<file path="config.mk">
export PLATFORM = sky130hd
export DESIGN_NAME = incubator_power_scheduler
export DESIGN_NICKNAME = d
export VERILOG_FILES = /design/src/rtl/incubator_power_scheduler.sv
export SDC_FILE = /design/constraint.sdc
export NUM_CORES = 1
export LEC_CHECK = 0
export ABC_AREA = 1
export CAP_MARGIN = 0
export CORE_AREA = 2 2 91 93
export DETAILED_ROUTE_END_ITERATION = 10
export DIE_AREA = 0 0 93 95
export PLACE_DENSITY = 0.41
export SETUP_SLACK_MARGIN = 0.3
export SLEW_MARGIN = 15
export SYNTH_ARGS = -nofsm -noshare
export SYNTH_HDL_FRONTEND = slang
export SYNTH_SLANG_ARGS = --single-unit
</file>
<file path="constraint.sdc">
create_clock -name clk -period 2.7 [get_ports clk]
set_input_delay 0.405 -clock clk [delete_from_list [all_inputs] [get_ports clk]]
set_output_delay 0.405 -clock clk [all_outputs]
set_load 0.02 [all_outputs]
</file>
<file path="src/rtl/incubator_power_scheduler.sv">
// incubator_power_scheduler: shares one heater/cooler power stage between four
// incubator zones. Zones are granted round-robin, each grant holds for at least
// MIN_ON cycles, and every grant is followed by GUARD all-off dead-time cycles so
// the two actuators can never overlap or switch directly into each other.
// Optional feature macro: INCUBATOR_SCHED_PREEMPT_EN -- when defined, a grant that
// has run SLICE cycles is released as soon as any other zone is requesting.
module incubator_power_scheduler #(
  parameter int MIN_ON = 8,
  parameter int GUARD  = 2,
  parameter int SLICE  = 32
) (
  input  logic       clk,
  input  logic       rstN,
  input  logic [3:0] req,
  input  logic [3:0] mode,
  output logic [3:0] grant,
  output logic       Heater,
  output logic       Cooler,
  output logic       busy
);

  typedef enum logic [1:0] {
    S_IDLE  = 2'd0,
    S_ON    = 2'd1,
    S_GUARD = 2'd2
  } state_t;

  localparam logic [7:0] MinOnLast = 8'(MIN_ON - 1);
  localparam logic [7:0] GuardLast = 8'(GUARD - 1);

  state_t     r_state, w_nextState;
  logic [1:0] r_ptr, w_nextPtr;
  logic [1:0] r_zone, w_nextZone;
  logic       r_mode, w_nextMode;
  logic [7:0] r_dwell, w_nextDwell;
  logic [7:0] r_guardCnt, w_nextGuardCnt;
  logic [3:0] r_grant, w_nextGrant;
  logic       r_heater, w_nextHeater;
  logic       r_cooler, w_nextCooler;

  logic       w_found;
  logic [1:0] w_pick;
  logic [1:0] w_idx;
  logic       w_release;
  logic       w_preempt;

`ifdef INCUBATOR_SCHED_PREEMPT_EN
  localparam logic [7:0] SliceLast = 8'(SLICE - 1);
  // Time-slice expiry: long enough on the stage and somebody else is waiting.
  always_comb begin
    w_preempt = (r_dwell >= SliceLast) && ((req & ~r_grant) != 4'b0000);
  end
`else
  logic [7:0] w_unusedSlice;
  assign w_unusedSlice = 8'(SLICE);
  // Without preemption a grant only ends through the normal release rule.
  always_comb begin
    w_preempt = 1'b0;
  end
`endif

  // Round-robin search starting at the pointer, plus the release decision for ON.
  always_comb begin
    w_found = 1'b0;
    w_pick  = r_ptr;
    w_idx   = r_ptr;
    for (int i = 0; i < 4; i++) begin
      w_idx = r_ptr + 2'(i);
      if (!w_found && req[w_idx]) begin
        w_found = 1'b1;
        w_pick  = w_idx;
      end
    end
    w_release = ((r_dwell >= MinOnLast) &&
                 (!req[r_zone] || (mode[r_zone] != r_mode))) || w_preempt;
  end

  // Next-state and next-output logic; outputs are computed here and registered.
  always_comb begin
    w_nextState    = r_state;
    w_nextPtr      = r_ptr;
    w_nextZone     = r_zone;
    w_nextMode     = r_mode;
    w_nextDwell    = r_dwell;
    w_nextGuardCnt = r_guardCnt;
    w_nextGrant    = r_grant;
    w_nextHeater   = r_heater;
    w_nextCooler   = r_cooler;
    case (r_state)
      S_IDLE: begin
        w_nextGrant  = 4'b0000;
        w_nextHeater = 1'b0;
        w_nextCooler = 1'b0;
        if (w_found) begin
          w_nextState  = S_ON;
          w_nextZone   = w_pick;
          w_nextMode   = mode[w_pick];
          w_nextDwell  = 8'd0;
          w_nextPtr    = w_pick + 2'd1;
          w_nextGrant  = 4'b0001 << w_pick;
          w_nextHeater = mode[w_pick];
          w_nextCooler = ~mode[w_pick];
        end
      end
      S_ON: begin
        w_nextDwell = (r_dwell == 8'hFF) ? r_dwell : r_dwell + 8'd1;
        if (w_release) begin
          w_nextState    = S_GUARD;
          w_nextGuardCnt = 8'd0;
          w_nextGrant    = 4'b0000;
          w_nextHeater   = 1'b0;
          w_nextCooler   = 1'b0;
        end
      end
      S_GUARD: begin
        w_nextGrant  = 4'b0000;
        w_nextHeater = 1'b0;
        w_nextCooler = 1'b0;
        if (r_guardCnt >= GuardLast) begin
          w_nextState = S_IDLE;
        end else begin
          w_nextGuardCnt = r_guardCnt + 8'd1;
        end
      end
      default: begin
        w_nextState  = S_IDLE;
        w_nextGrant  = 4'b0000;
        w_nextHeater = 1'b0;
        w_nextCooler = 1'b0;
      end
    endcase
  end

  // State and output registers; reset drops everything immediately, no dead time.
  always_ff @(posedge clk or negedge rstN) begin
    if (!rstN) begin
      r_state    <= S_IDLE;
      r_ptr      <= 2'd0;
      r_zone     <= 2'd0;
      r_mode     <= 1'b0;
      r_dwell    <= 8'd0;
      r_guardCnt <= 8'd0;
      r_grant    <= 4'b0000;
      r_heater   <= 1'b0;
      r_cooler   <= 1'b0;
    end else begin
      r_state    <= w_nextState;
      r_ptr      <= w_nextPtr;
      r_zone     <= w_nextZone;
      r_mode     <= w_nextMode;
      r_dwell    <= w_nextDwell;
      r_guardCnt <= w_nextGuardCnt;
      r_grant    <= w_nextGrant;
      r_heater   <= w_nextHeater;
      r_cooler   <= w_nextCooler;
    end
  end

  assign grant  = r_grant;
  assign Heater = r_heater;
  assign Cooler = r_cooler;
  assign busy   = (r_state != S_IDLE);

endmodule
</file>
==> qor.yml <==
ys_seq_area_share_pct: 38.0
whs_path_depth: 2
arrival_ns: 2.32
synthTopCellsByArea: "dfrtp_1, nand2_1, inv_1"
power_frac_seq_pct: 23.8
r2r_setup_slack_ns: 0.58
synthesis.area_um2: 1910
p_per_area_nw_per_um2: 1220
ant_nets: 0
reg2reg_depth: 12
root_buffer: "clkbuf_8"
stdcell_count: 381
setup_viol: 0
portBuffers: 16
layout.nets: 293
vias_per_cell: 4.20
row_count: 33
hold_viol_final: 0
place_inst: 373
cts.clk_slew.worst_paths_ns: 0.07
path_class: "in2reg"
p_switching_mw: 1.39
initial_core_util_pct: 24.1
cts_setup_buffers: 0
synth-seq-cells: 29
grt_first_pass_wirelength_mm: 7.70
setup_tns_ns: 0
hp-class: "reg2reg"
post_drt_wl_per_cell_um: 11.2
clock_path_buffers: 2
cts_buffers: 5
crit_fanout: 4
fmax_ghz: 0.465
p_sw_share_pct: 49.1
vias: 1599
first_global_vias: 1604
timing.hold.ws_ns: 0.495
grt_usage_pct: 11.0
final_util_pct: 29.1
drt_iter0_drc: 76
grt_overflow_total: 0
areaGrowthSynthToFinish_pct: 20.6
worst_pin_slew_ns: 0.441
dp_hpwl_mm: 3.28
synth.net_count: 271
yosysTopAreaCell: "dfrtp_1"
h-tree-depth: 2
clkLatencyLatePin_ns: 0.27
cts.sinks: 29
hold_end: "Heater"
start_kind: "input pin"
synthCells: 253
r2r_end: "grant[3]"
synth.distinct_cells: 30
synthArstFlopShare_pct: 100
io_pins: 17
clock_power_share_pct: 16.3
avgSynthCellArea_um2: 7.55
ir_drop_v: 0.000274
clock_skew_ns: 0.00831
synth_ff_type: "dfrtp_1"
cts_tree: "done"
layout_min_cycle_time_ns: 2.15
die_h_um: 95
drive_gt1_share_pct: 12.3
status: "completed"
hold_path.startpoint: "Heater"
p_leak_nw: 1.13
synth_top_area_share_pct: 38.0
slew_violations: 0
grt_max_degree: 30
required_ns: 2.87
rsz0062_at_grt: "false"
cap_violations: 0
totalWireLength_mm: 4.28
synth_edf_count: 0
gp_congestion: 0.760
die-area_um2: 8840
diodes: 0
cp-end-kind: "flip-flop"
pwr-share-comb_pct: 59.9
grt_antenna_before_repair: 0
core_um2: 7930
maxSlewHeadroom_pct: 70.4
drc: 0
synth_warnings: 0
finalPower_mw: 2.82
drtPass1Iterations: 4
power.internal_mw: 1.44
r2r-start: "r_ptr[0]"
period_share_pct: 79.6
die_w_um: 93
-- timing repair --
action | in CTS | in global routing
hold buffers | 0 | 0
setup endpoints to repair | 0 | 5
gates resized for setup | 0 | 3
-- Yosys cell counts, types with 2 or more instances --
cell type / number
nand4_1: 4
inv_1: 32
nand3_2: 2
dfrtp_1: 29
o31ai_1: 2
xor2_1: 2
nand3_1: 23
a21oi_1: 9
o21ai_0: 7
nand2_1: 84
inv_2: 3
nand3b_1: 2
o21ai_4: 2
a22o_1: 4
ha_1: 8
nor3_1: 4
buf_6: 3
nand2_4: 3
nor2_1: 10
nand2_2: 9
o21ai_1: 2
-- critical path, cell delays in order --
cell             delay (ns)
clkdlybuf4s50_1        0.54
inv_1                  0.07
nand2_1                0.08
nand2_2                0.06
o21ai_4                0.25
nand3_2                0.15
nand2_1                0.12
nand2_1                0.05
nand2_1                0.05
nand2_1                0.10
ha_1                   0.21
a22o_1                 0.22
-- worst max-delay path by stage --
stage          startpoint       end  cells past startpoint
2_1_floorplan    r_ptr[1]  grant[3]                     13
3_3_place_gp       req[3]  grant[3]                     12
3_5_place_dp       req[3]  r_ptr[1]                     13
4_1_cts          r_ptr[0]  grant[3]                     12
5_1_grt          r_ptr[0]  grant[3]                     12
6_report           req[3]  grant[3]                     12
-- cells in the final DEF, fill, tap and decap left out --
cell type / Yosys / final
a21boi_0: 1 / 1
a21oi_1: 9 / 9
a22o_1: 4 / 4
buf_4: 1 / 3
bufinv_16: 0 / 1
clkbuf_1: 0 / 1
clkbuf_8: 0 / 6
clkdlybuf4s50_1: 0 / 16
dfrtp_1: 29 / 27
dfrtp_2: 0 / 2
ha_1: 8 / 8
inv_1: 32 / 32
inv_2: 3 / 2
inv_4: 1 / 2
nand2_1: 84 / 84
nand2_2: 9 / 9
nand2_4: 3 / 3
nand3_1: 23 / 23
nand3_2: 2 / 2
nand3b_1: 2 / 2
nand4_1: 4 / 4
nand4_4: 1 / 1
nor2_1: 10 / 10
nor2_8: 1 / 1
nor3_1: 4 / 4
nor4_1: 1 / 1
o21ai_0: 7 / 7
o21ai_1: 2 / 2
o21ai_4: 2 / 2
o21bai_1: 1 / 1
o22ai_1: 1 / 1
o31ai_1: 2 / 2
o41ai_1: 1 / 1
xor2_1: 2 / 2
-- per-layer routing --
metal  up-vias  global-route usage (%)  part of all wire, %
li1        854                       -                    -
met1       727                    14.9                   51
met2        16                    18.0                   47
met3         2                    2.47                  2.3
met4         0                    2.57                 0.40
met5         -                       0                    0
-- registers in the layout (all words and copies together), names as in the netlist --
register / cells
Heater: 1
r_ptr: 2
Cooler: 1
r_dwell: 8
r_mode: 1
grant: 4
r_state: 2
r_zone: 2
r_guardCnt: 8
-- power groups by stage --
stage	Combinational, mW	Clock [mW]	Sequential [mW]
4_1_cts	1.73	0.476	0.669
2_1_floorplan	1.35	0	0.655
5_1_grt	1.98	0.491	0.694
6_report	1.69	0.460	0.671
3_5_place_dp	1.73	0	0.674
3_3_place_gp	1.74	0	0.676
-- cell type report --
class	instances	area (um2)
tap	105	131
fill	892	5620
multi-input combinational	184	1010
clock inverter	1	30.0
clock buffer	7	86.3
timing repair buffer	19	183
inverter	36	140
sequential	29	728
-- metrics by stage --
step	setup WS, ns	cell area, um2
6_report	0.551	2300
4_1_cts	0.469	2300
3_3_place_gp	0.236	2180
3_5_place_dp	0.260	2180
5_1_grt	0.345	2300
2_1_floorplan	0.813	1910
-- kinds of logic after synthesis --
kind of cell,Yosys count,share of synthesized area (%)
AND/OR/NAND/NOR,144,35.9
buffers and inverters,40,9.37
XOR/XNOR,2,0.917
flip-flops,29,38.0
adder cells (fa/ha/maj),8,5.24
AO/OA/AOI/OAI,30,10.6
(Power assumes the default switching activity.)
